`src/rtl/if_id_queue.sv`:
```
// FWFT fetch->decode instruction queue: (pc, instr, adel) entries, one-cycle
// redirect flush, registered f_ready so the hazard stall never reaches fetch combinationally.

module if_id_queue_slot #(
  parameter int W = 65
) (
  input  logic         clk,
  input  logic         we,
  input  logic [W-1:0] d,
  output logic [W-1:0] q
);
  // Payload only; validity lives in the queue's count, so no reset is needed here.
  always_ff @(posedge clk) begin
    if (we) q <= d;
  end
endmodule

module if_id_queue #(
  parameter int DEPTH = 2
) (
  input  logic                       clk,
  input  logic                       reset,
  input  logic                       flush,
  input  logic                       f_valid,
  output logic                       f_ready,
  input  logic [31:0]                f_pc,
  input  logic [31:0]                f_instr,
  output logic                       d_valid,
  input  logic                       d_ready,
  output logic [31:0]                d_pc,
  output logic [31:0]                d_pc_plus4,
  output logic [31:0]                d_instr,
  output logic                       d_adel,
  output logic [$clog2(DEPTH):0]     occupancy
);
  localparam int AW = $clog2(DEPTH);
  localparam int CW = AW + 1;

  typedef struct packed {
    logic [31:0] pc;
    logic [31:0] instr;
    logic        adel;
  } entry_t;

  localparam int EW = $bits(entry_t);

  logic [AW-1:0]             head, tail;
  logic [CW-1:0]             count;
  logic [DEPTH-1:0][EW-1:0]  slot_q;
  logic [DEPTH-1:0]          slot_we;
  entry_t                    wr_entry, head_entry;
  logic                      push, pop;

  assign f_ready = (count != CW'(DEPTH));
  assign d_valid = (count != '0);

  // A flush cycle discards any handshake, so neither pointer nor storage moves.
  assign push = f_valid & f_ready & ~flush;
  assign pop  = d_valid & d_ready & ~flush;

  assign wr_entry.pc    = f_pc;
  assign wr_entry.instr = f_instr;
  assign wr_entry.adel  = |f_pc[1:0];

  for (genvar i = 0; i < DEPTH; i++) begin : g_slot
    assign slot_we[i] = push && (tail == AW'(i));
    if_id_queue_slot #(.W(EW)) u_slot (
      .clk (clk),
      .we  (slot_we[i]),
      .d   (wr_entry),
      .q   (slot_q[i])
    );
  end

  assign head_entry = entry_t'(slot_q[head]);

  always_ff @(posedge clk) begin
    if (reset || flush) begin
      head  <= '0;
      tail  <= '0;
      count <= '0;
    end else begin
      if (push) tail <= tail + 1'b1;
      if (pop)  head <= head + 1'b1;
      case ({push, pop})
        2'b10:   count <= count + 1'b1;
        2'b01:   count <= count - 1'b1;
        default: count <= count;
      endcase
    end
  end

  // Empty queue presents zeros; instr 0 is a NOP to decode.
  assign d_pc       = d_valid ? head_entry.pc : '0;
  assign d_pc_plus4 = d_valid ? head_entry.pc + 32'd4 : '0;
  assign d_instr    = d_valid ? head_entry.instr : '0;
  assign d_adel     = d_valid & head_entry.adel;
  assign occupancy  = count;

endmodule

```
`config.mk`:
```
export PLATFORM = sky130hd
export DESIGN_NAME = if_id_queue
export DESIGN_NICKNAME = d
export VERILOG_FILES = /design/src/rtl/if_id_queue.sv
export SDC_FILE = /design/constraint.sdc
export NUM_CORES = 1
export LEC_CHECK = 0
export BUFFER_PORTS_ARGS = -buffer_cell sky130_fd_sc_hd__buf_4
export CAP_MARGIN = 30
export CORE_ASPECT_RATIO = 0.8
export CORE_UTILIZATION = 54
export CTS_BUF_LIST = sky130_fd_sc_hd__clkbuf_8
export DETAILED_ROUTE_END_ITERATION = 7
export PLACE_DENSITY = 0.79
export SLEW_MARGIN = 20
export SYNTH_ARGS = -nofsm -noshare
export SYNTH_HDL_FRONTEND = slang
export SYNTH_HIERARCHICAL = 1
export SYNTH_SLANG_ARGS = --single-unit
```
`constraint.sdc`:
```
create_clock -name clk -period 4.2 [get_ports clk]
set_input_delay 0.42 -clock clk [delete_from_list [all_inputs] [get_ports clk]]
set_output_delay 0.42 -clock clk [all_outputs]
set_load 0.01 [all_outputs]
```
==> results of run 1 <==
-- final timing paths --
kind | startpoint | endpoint | slack (ps) | cells past startpoint
max | head | d_pc_plus4[30] | 750 | 9
min | f_instr[26] | g_slot[1].u_slot/q[27] | 150 | 1
max reg2reg | occupancy[0] | g_slot[1].u_slot/q[31] | 1950 | 4
min reg2reg | occupancy[1] | occupancy[1] | 630 | 2
-- cell type report --
class	count	area, sq um	area share, %
Clock buffer	17	234	2.92
Inverter	4	15.0	0.188
Sequential cell	134	3990	49.8
Clock inverter	15	200	2.50
Timing Repair Buffer	177	1330	16.6
Tap cell	144	180	2.25
Multi-Input combinational cell	305	2060	25.7
-- sequential cells by signal, indices dropped and copies added, names as in the netlist --
signal           flops
head                 1
tail                 1
g_slot.u_slot/q    130
occupancy            2
-- power groups by stage --
stage                     Combinational (W)  Sequential (W)  Clock [W]
final                              0.000241         0.00153    0.00116
after detailed placement           0.000241         0.00156          0
after global placement             0.000235         0.00155          0
after global routing               0.000261         0.00153    0.00124
after CTS                          0.000242         0.00153    0.00118
after floorplan                    0.000112         0.00155          0
-- synthesized netlist by cell type, drive strengths merged, types with 5 or more instances --
| master | instances | area [sq um] |
|---|---|---|
| edfxtp | 130 | 3900 |
| nor2 | 84 | 315 |
| mux2i | 60 | 601 |
| nand2 | 26 | 97.6 |
| nand3 | 18 | 95.1 |
| buf | 16 | 95.1 |
| xnor2 | 16 | 140 |
| nand4 | 11 | 83.8 |
| o21ai | 10 | 50.1 |
| clkbuf | 9 | 33.8 |
| nor3 | 7 | 35.0 |
| xor2 | 7 | 61.3 |
| nand3b | 6 | 70.1 |
| nand4b | 6 | 52.6 |
| and2 | 5 | 31.3 |
| o31ai | 5 | 37.5 |
-- layer usage --
metal / share of wire [%] / wire (um) / track usage [%]
met1: 42 / 5950 / 32.8
met2: 47 / 6710 / 38.2
met3: 9.7 / 1380 / 9.10
met4: 1.3 / 190 / 8.74
met5: 0 / 0 / 0
-- stage by stage --
stage | cells | cell area, sq um | total power, W | worst slack, ps
4_1_cts | 796 | 8000 | 0.00295 | 755
2_1_floorplan | 468 | 6160 | 0.00167 | 163
6_report | 796 | 8000 | 0.00292 | 754
3_5_place_dp | 764 | 7570 | 0.00180 | 1260
5_1_grt | 796 | 8000 | 0.00303 | 549
3_3_place_gp | 764 | 7570 | 0.00179 | 1400
-- cell families (layout without fill, tap and decap cells) --
kind of cell | count (synthesis) | after routing | synth area share (%)
AO/OA/AOI/OAI | 40 | 40 | 4.77
XOR/XNOR | 23 | 23 | 3.27
adder cells (fa/ha/maj) | 2 | 2 | 0.406
buffers and inverters | 29 | 213 | 2.34
flip-flops | 134 | 134 | 64.7
multiplexers | 63 | 63 | 10.3
AND/OR/NAND/NOR | 177 | 177 | 14.3
==> flow_summary.json, run 1 <==
{
  "status": "complete, no violations",
  "postSynthAreaPerCell_sq_um": 13.2,
  "slowest_stage": "dfxtp_4",
  "cts_tree": "yes",
  "vdd.ir_drop.worst_mv": 0.391,
  "drtPass1Iterations": 5,
  "cp_max_fo": 42,
  "die_y_um": 97.5,
  "yosysWarnings": 6,
  "synthDistinctLibCells": 44,
  "htreeDepth": 4,
  "path_cells": "mux2_2 > ha_1 > inv_1 > a211oi_2 > buf_4 > nand4_1 > o31a_1 > nor3_1 > buf_4",
  "power_switching_w": 0.000653,
  "grt_pass1_wl_um": 22000,
  "final_cell_mix": "177 x buf_4, 130 x edfxtp_1, 81 x nor2_1",
  "cts_made_buffers": 17,
  "fin_crit_ps": 3450,
  "crit_type": "reg2out",
  "final_common_cell": "buf_4",
  "slew_headroom_pct": 44.8,
  "postCtsHoldBufs": 0,
  "wl_um": 14200,
  "cp-end-kind": "output port",
  "async_flop_share_pct": 0,
  "required_ps": 3780,
  "core_sq_um": 11000,
  "cts_max_path_buffers": 2,
  "max_freq_mhz": 290,
  "grt_use_total_pct": 25.0,
  "row_count": 34,
  "synth_edf_count": 130,
  "leakage_nw": 2.92,
  "clockPowerShare_pct": 39.6,
  "netSwitchingFraction_pct": 22.3,
  "ys_seq_area_share_pct": 64.7,
  "antenna_left": 0,
  "die_area_sq_um": 11800,
  "synthFlopType": "edfxtp_1",
  "min-delay-path-class": "in2reg",
  "crit_family": "flip-flops",
  "syn_to_final_growth_pct": 29.9,
  "vias": 4424,
  "startpoint_type": "flop",
  "ctsResizeCount": 0,
  "arrival_ps": 3030,
  "hold_violations": 0,
  "cts_root_buf": "clkbuf_8",
  "portBuffers": 169,
  "setup_viol": 0,
  "whs_ps": 155,
  "routedWlPerCell_um": 17.9,
  "dr.first_iter.drc_count": 252,
  "clock_latency_ps": 440,
  "path_common_cell": "buf_4",
  "finalMaxSlewViolations": 0,
  "internal_power_w": 0.00227,
  "fin_worst_skew_ps": 5.55,
  "syn_nets": 539,
  "ios": 170,
  "grt_max_degree": 83,
  "ys_seq_elements": 134,
  "cts_num_sinks": 134,
  "dp_hpwl_um": 10100,
  "maxCapViolations": 0,
  "drive_gt1_share_pct": 34.2,
  "gp_congestion": 0.894,
  "routed_via_density": 5.56,
  "postSynthCellCount": 468,
  "setup_tns_ps": 0,
  "n_antenna_cell": 0,
  "cts.reportedPaths.clkPinSlew_ps": 80,
  "cp_num_buf_inv": 3,
  "p_comb_share_pct": 8.2,
  "initial_core_util_pct": 56.1,
  "final_core_util_pct": 72.9,
  "antenna_found_initial": 0,
  "drcViolationCount": 0,
  "synth_area_sq_um": 6160,
  "power_density_nw_per_um2": 365,
  "fin_nets": 710,
  "rsz0062_at_grt": "no",
  "period_share_pct": 82.0,
  "grt_pass1_vias": 4344,
  "tightest_slew_ps": 828,
  "die_w_um": 121,
  "overflow": 0,
  "slowest_delay_ps": 680,
  "postCtsSetupBuffers": 0,
  "fillers": 760,
  "p_seq_share_pct": 52.2
}
No activity file was read; power rests on OpenSTA's default activity.
==> run 2, diff against run 1 <==
--- a/config.mk
+++ b/config.mk
@@ -5,6 +5,7 @@
 export SDC_FILE = /design/constraint.sdc
 export NUM_CORES = 1
 export LEC_CHECK = 0
+export ABC_AREA = 1
 export BUFFER_PORTS_ARGS = -buffer_cell sky130_fd_sc_hd__buf_4
 export CAP_MARGIN = 30
 export CORE_ASPECT_RATIO = 0.8
==> constraint.sdc (replaced) <==
create_clock -name clk -period 3.4 [get_ports clk]
set_input_delay 0.34 -clock clk [delete_from_list [all_inputs] [get_ports clk]]
set_output_delay 0.34 -clock clk [all_outputs]
set_load 0.01 [all_outputs]
==> run 2 against run 1 <==
Worst hold slack worse by 76 ps. Worst setup slack worse by 460 ps. Non-clock buffer count down 2.
==> flow_summary.json, run 2 <==
{
  "ctsResizeCount": 0,
  "synth_most_common_cell": "nand2_1",
  "grt_use_total_pct": 25.8,
  "ff2ff_setup_slack_ps": 1160,
  "syn_nets": 731,
  "wl_um": 14900,
  "synth_top_family_by_area": "simple AND/OR/NAND/NOR gates",
  "clock_latency_ps": 440,
  "dr.first_iter.drc_count": 395,
  "grt_max_degree": 74,
  "cp_max_fo": 43,
  "drtPass1Iterations": 5,
  "fin_worst_skew_ps": 13.9,
  "path_cells": "inv_2 > buf_12 > nand2_1 > nand2_1 > nand2_1 > nor2_1 > nand2_1 > nor2_4 > a21oi_1 > nor2_1 > buf_4",
  "leakage_nw": 3.50,
  "final_common_cell": "nand2_1",
  "startpoint": "head",
  "slowest_stage": "dfxtp_2",
  "synthDistinctLibCells": 27,
  "routed_via_density": 5.09,
  "postCtsSetupBuffers": 0,
  "fin_area_sq_um": 8050,
  "slowest_delay_ps": 330,
  "ios": 170,
  "synth_compound_area_share_pct": 5.76,
  "synth_xor_xnor_area_share_pct": 0.140,
  "max_freq_mhz": 322,
  "die_y_um": 98.3,
  "tightest_slew_ps": 830,
  "async_flop_share_pct": 0,
  "row_count": 34,
  "clockPowerShare_pct": 37.2,
  "period_share_pct": 91.3,
  "drive_gt1_share_pct": 28.7,
  "htreeDepth": 4,
  "postSynthCellCount": 660,
  "postSynthAreaPerCell_sq_um": 9.48,
  "core_sq_um": 11100,
  "gp_congestion": 0.900,
  "die_area_sq_um": 12000,
  "cp-end-kind": "output port",
  "antenna_left": 0,
  "final_cell_mix": "245 x nand2_1, 172 x buf_4, 130 x edfxtp_1",
  "p_total_w": 0.00345,
  "p_seq_share_pct": 54.2,
  "place_area_sq_um": 7660,
  "setup_tns_ps": 0,
  "synth_area_leader_cell": "edfxtp_1",
  "slew_headroom_pct": 44.6,
  "n_antenna_cell": 0,
  "crit_path_end": "d_pc_plus4[19]",
  "power_density_nw_per_um2": 429,
  "overflow": 0,
  "path_common_cell": "nand2_1",
  "synthAdderAreaFrac_pct": 0.400,
  "fin_nets": 899,
  "startpoint_type": "flop",
  "r2r_end": "occupancy[0]",
  "drcViolationCount": 0,
  "top_register": "g_slot.u_slot/q",
  "internal_power_w": 0.00264,
  "syn_to_final_growth_pct": 28.6,
  "hold_violations": 0,
  "vdd.ir_drop.worst_mv": 0.492,
  "cts_tree": "yes",
  "synth_top_area_share_pct": 62.4,
  "status": "complete, no violations",
  "crit_cells": 11,
  "grt_pass1_wl_um": 23300,
  "reg2regPathDepth": 7,
  "power_switching_w": 0.000815,
  "synth_area_sq_um": 6260,
  "yosysWarnings": 6,
  "arrival_ps": 2760,
  "cts_num_sinks": 134,
  "crit_family": "simple AND/OR/NAND/NOR gates",
  "yosys-top-cells-area": "edfxtp_1 62%, nand2_1 15%, a21oi_1 4.4%",
  "synth_edf_count": 130,
  "synth.area.mux_share_pct": 0,
  "routedWlPerCell_um": 15.1,
  "required_ps": 3060,
  "initial_core_util_pct": 56.6,
  "min-delay-path-class": "in2reg",
  "finalMaxSlewViolations": 0,
  "portBuffers": 169,
  "synth_commonest_cells": "245 x nand2_1, 130 x edfxtp_1, 68 x nor2_1, 62 x inv_1, 55 x a21oi_1",
  "cp_num_buf_inv": 3,
  "synthFlopType": "edfxtp_1",
  "postCtsHoldBufs": 0,
  "setup_ws_ps": 296,
  "largest_reg_flops": 130,
  "cts.reportedPaths.clkPinSlew_ps": 80,
  "dp_hpwl_um": 10400,
  "die_w_um": 122,
  "fillers": 827,
  "rsz0062_at_grt": "no",
  "p_comb_share_pct": 8.6,
  "maxCapViolations": 0,
  "r2r_start": "occupancy[0]",
  "antenna_found_initial": 0,
  "grt_pass1_vias": 4804,
  "cts_made_buffers": 17,
  "vias": 5018,
  "crit_type": "reg2out",
  "ys_seq_elements": 134,
  "setup_viol": 0,
  "synth_simple_gate_area_share_pct": 23.8,
  "ys_seq_area_share_pct": 63.7,
  "final_core_util_pct": 72.7,
  "cts_root_buf": "clkbuf_8",
  "netSwitchingFraction_pct": 23.6,
  "preCtsSetupSlack_ps": 811,
  "cts_max_path_buffers": 2,
  "fin_crit_ps": 3100
}
run 2: changes by cell type after synthesis, moves of 6 or more:
| cell | change |
|---|---|
| nand2_1 | +219 |
| mux2i_1 | -60 |
| inv_1 | +58 |
| a21oi_1 | +51 |
| nor2_1 | -16 |
| xnor2_1 | -16 |
| nand2_2 | +13 |
| nor2_2 | +10 |
| nand4_1 | -9 |
| nand4b_1 | -6 |
| xor2_1 | -6 |
run 2: power groups by stage:
stage / registers [W] / clock network (W) / logic (W)
global route: 0.00187 / 0.00137 / 0.000329
global placement: 0.00191 / 0 / 0.000289
detailed placement: 0.00191 / 0 / 0.000298
CTS: 0.00187 / 0.00130 / 0.000299
floorplan: 0.00191 / 0 / 0.000139
finish: 0.00187 / 0.00129 / 0.000298
run 2: final cells by class:
cell class                      instances  area, sq um  area share, %
Tap cell                              144          180           2.24
Clock buffer                           17          234           2.91
Sequential cell                       134         3990           49.5
Multi-Input combinational cell        436         1900           23.7
Inverter                               64          240           2.99
Clock inverter                         15          151           1.88
Timing Repair Buffer                  175         1350           16.8
run 2: cells by family (layout without fill, tap and decap cells):
group / after synthesis / after routing
AND/OR/NAND/NOR: 362 / 362
flip-flops: 134 / 134
buffers and inverters: 90 / 271
AO/OA/AOI/OAI: 71 / 71
adder cells (fa/ha/maj): 2 / 2
XOR/XNOR: 1 / 1
run 2: metrics by stage:
| step | hold slack (ps) | cells |
|---|---|---|
| 3_5_place_dp | 527 | 953 |
| 3_3_place_gp | 525 | 953 |
| 2_1_floorplan | 439 | 660 |
| 4_1_cts | 57.0 | 985 |
| 5_1_grt | 44.8 | 985 |
| 6_report | 78.8 | 985 |
run 2: per-layer routing:
layer / routed length [um] / track usage [%] / vias up
li1: - / - / 2472
met1: 6350 / 34.1 / 2301
met2: 6990 / 40.1 / 231
met3: 1390 / 9.64 / 14
met4: 160 / 7.13 / 0
met5: 0 / 0 / -
run 2: how the worst min path moves through the flow:
| stage | start | endpoint | cells past startpoint |
|---|---|---|---|
| after floorplan | f_instr[9] | g_slot[0].u_slot/q[10] | 0 |
| after global routing | f_instr[5] | g_slot[0].u_slot/q[6] | 1 |
| final | f_instr[24] | g_slot[1].u_slot/q[25] | 1 |
| after global placement | f_instr[13] | g_slot[0].u_slot/q[14] | 1 |
| after detailed placement | f_instr[20] | g_slot[0].u_slot/q[21] | 1 |
| after CTS | f_instr[25] | g_slot[1].u_slot/q[26] | 1 |
==> run 3, diff against run 2 <==
--- a/config.mk
+++ b/config.mk
@@ -6,13 +6,14 @@
 export NUM_CORES = 1
 export LEC_CHECK = 0
 export ABC_AREA = 1
-export BUFFER_PORTS_ARGS = -buffer_cell sky130_fd_sc_hd__buf_4
+export BUFFER_PORTS_ARGS = -buffer_cell sky130_fd_sc_hd__buf_2
 export CAP_MARGIN = 30
 export CORE_ASPECT_RATIO = 0.8
 export CORE_UTILIZATION = 54
 export CTS_BUF_LIST = sky130_fd_sc_hd__clkbuf_8
 export DETAILED_ROUTE_END_ITERATION = 7
 export PLACE_DENSITY = 0.79
+export SETUP_SLACK_MARGIN = 0.1
 export SLEW_MARGIN = 20
 export SYNTH_ARGS = -nofsm -noshare
 export SYNTH_HDL_FRONTEND = slang
==> run 3 against run 2 <==
Worst setup slack improved by 93 ps. Sequential share of layout area rose by 2.5 points. Total power fell by 0.68%. Die area did not move. Largest power group unchanged.
==> flow_summary.json, run 3 (synthesis results as in run 2) <==
{
  "setup_viol": 0,
  "clock_latency_ps": 420,
  "overflow": 0,
  "crit_type": "reg2out",
  "slowest_stage": "buf_4",
  "grt_pass1_wl_um": 23100,
  "fillers": 844,
  "antenna_left": 0,
  "rsz0062_at_grt": "no",
  "finalMaxSlewViolations": 0,
  "core_sq_um": 11100,
  "drcViolationCount": 0,
  "portBuffers": 169,
  "die_area_sq_um": 12000,
  "grt_use_total_pct": 25.3,
  "initial_core_util_pct": 56.6,
  "die_w_um": 122,
  "clockPowerShare_pct": 37.8,
  "fin_area_sq_um": 7660,
  "slew_headroom_pct": 43.2,
  "period_share_pct": 88.6,
  "routed_via_density": 5.11,
  "dr.max_layer_used": "met4",
  "cts_made_buffers": 17,
  "grt_pass1_vias": 4903,
  "postCtsHoldBufs": 0,
  "fin_worst_skew_ps": 11.0,
  "holdCritStartpoint": "f_pc[9]",
  "final_cell_mix": "245 x nand2_1, 169 x buf_2, 130 x edfxtp_1",
  "dp_hpwl_um": 10500,
  "drive_gt1_share_pct": 28.9,
  "cts_root_buf": "clkbuf_8",
  "r2r_end": "g_slot[0].u_slot/q[9]",
  "hold_violations": 0,
  "routedWlPerCell_um": 14.8,
  "final_common_cell": "nand2_1",
  "cts_tree": "yes",
  "startpoint": "head",
  "power_density_nw_per_um2": 448,
  "startpoint_type": "flop",
  "setup_tns_ps": 0,
  "gp_congestion": 0.885,
  "crit_family": "simple AND/OR/NAND/NOR gates",
  "ff2ff_setup_slack_ps": 1140,
  "cp-end-kind": "output port",
  "postCtsSetupBuffers": 0,
  "p_comb_share_pct": 7.7,
  "max_freq_mhz": 332,
  "cts_num_sinks": 134,
  "met2WireLength_um": 7080,
  "p_seq_share_pct": 54.6,
  "vias": 5066,
  "status": "complete, no violations",
  "cp_max_fo": 39,
  "ctsResizeCount": 0,
  "maxCapViolations": 0,
  "top_register": "g_slot.u_slot/q",
  "internal_power_w": 0.00267,
  "required_ps": 3060,
  "antenna_found_initial": 0,
  "drt-met1-wl_um": 6250,
  "grt_max_degree": 40,
  "dr.first_iter.drc_count": 384,
  "htreeDepth": 4,
  "cp_num_buf_inv": 3,
  "fin_crit_ps": 3010,
  "final_core_util_pct": 69.3,
  "die_y_um": 98.3,
  "crit_cells": 12,
  "path_cells": "buf_4 > o21ai_1 > inv_1 > ha_1 > nand2_1 > nor2_2 > nand2_2 > nor2_4 > nand2_1 > nor2_1 > nor2_1 > buf_2",
  "crit_path_end": "d_pc_plus4[20]",
  "arrival_ps": 2670,
  "drtPass1Iterations": 5,
  "tightest_slew_ps": 849,
  "vdd.ir_drop.worst_mv": 0.384,
  "cts_max_path_buffers": 2,
  "wl_met3_um": 1260,
  "ios": 170,
  "cts.reportedPaths.clkPinSlew_ps": 80,
  "leakage_nw": 3.47,
  "row_count": 34,
  "largest_reg_flops": 130,
  "syn_to_final_growth_pct": 22.4,
  "reg2regPathDepth": 5,
  "wl_um": 14700,
  "min-delay-path-class": "in2reg",
  "fin_nets": 903,
  "netSwitchingFraction_pct": 22.3,
  "r2r_start": "occupancy[0]",
  "place_area_sq_um": 7260,
  "slowest_delay_ps": 370,
  "power_switching_w": 0.000764
}
run 3: cell types whose count changed in the layout (fill, tap and decap cells not counted), sizes merged:
cell      change
buf           +4
bufinv        +1
clkinv        +6
clkinvlp      -2
diode         +3
inv           -5
run 3: worst min path at each step:
stage                                         to  slack (ps)  cells past startpoint
after detailed placement  g_slot[0].u_slot/q[46]         530                      1
after global routing      g_slot[0].u_slot/q[17]          80                      1
after floorplan           g_slot[0].u_slot/q[10]         440                      0
after CTS                 g_slot[0].u_slot/q[59]          80                      1
final                     g_slot[1].u_slot/q[42]         100                      1
after global placement    g_slot[1].u_slot/q[19]         530                      1
run 3: final cells by class:
cell class              instances  area (sq um)  share of cell area (%)
flip-flops and latches        134          3990                    52.0
multi-input cells             436          1900                    24.9
repair buffers                179           946                    12.3
inverters                      64           240                    3.14
clock buffers                  17           234                    3.05
well taps                     144           180                    2.35
clock inverters                15           163                    2.12
diodes                          3          7.51                  0.0980
run 3: per-stage QoR:
step	hold WS (ps)	std cells	setup WS, ps	power (W)
floorplan	439	660	-601	0.00205
global placement	528	957	932	0.00216
detailed placement	532	957	851	0.00217
CTS	75.5	989	383	0.00346
global route	75.6	989	172	0.00355
finish	102	992	389	0.00343
run 3: power groups by stage:
stage | combinational, W | clock, W | sequential, W
floorplan | 0.000139 | 0 | 0.00191
global placement | 0.000253 | 0 | 0.00191
detailed placement | 0.000261 | 0 | 0.00191
CTS | 0.000262 | 0.00132 | 0.00187
global route | 0.000291 | 0.00138 | 0.00187
finish | 0.000263 | 0.00130 | 0.00187
run 3: layer usage:
layer  vias up  track usage, %
li1       2484               -
met3        11            7.24
met5         -               0
met2       216            42.2
met4         0            7.88
met1      2355            31.8
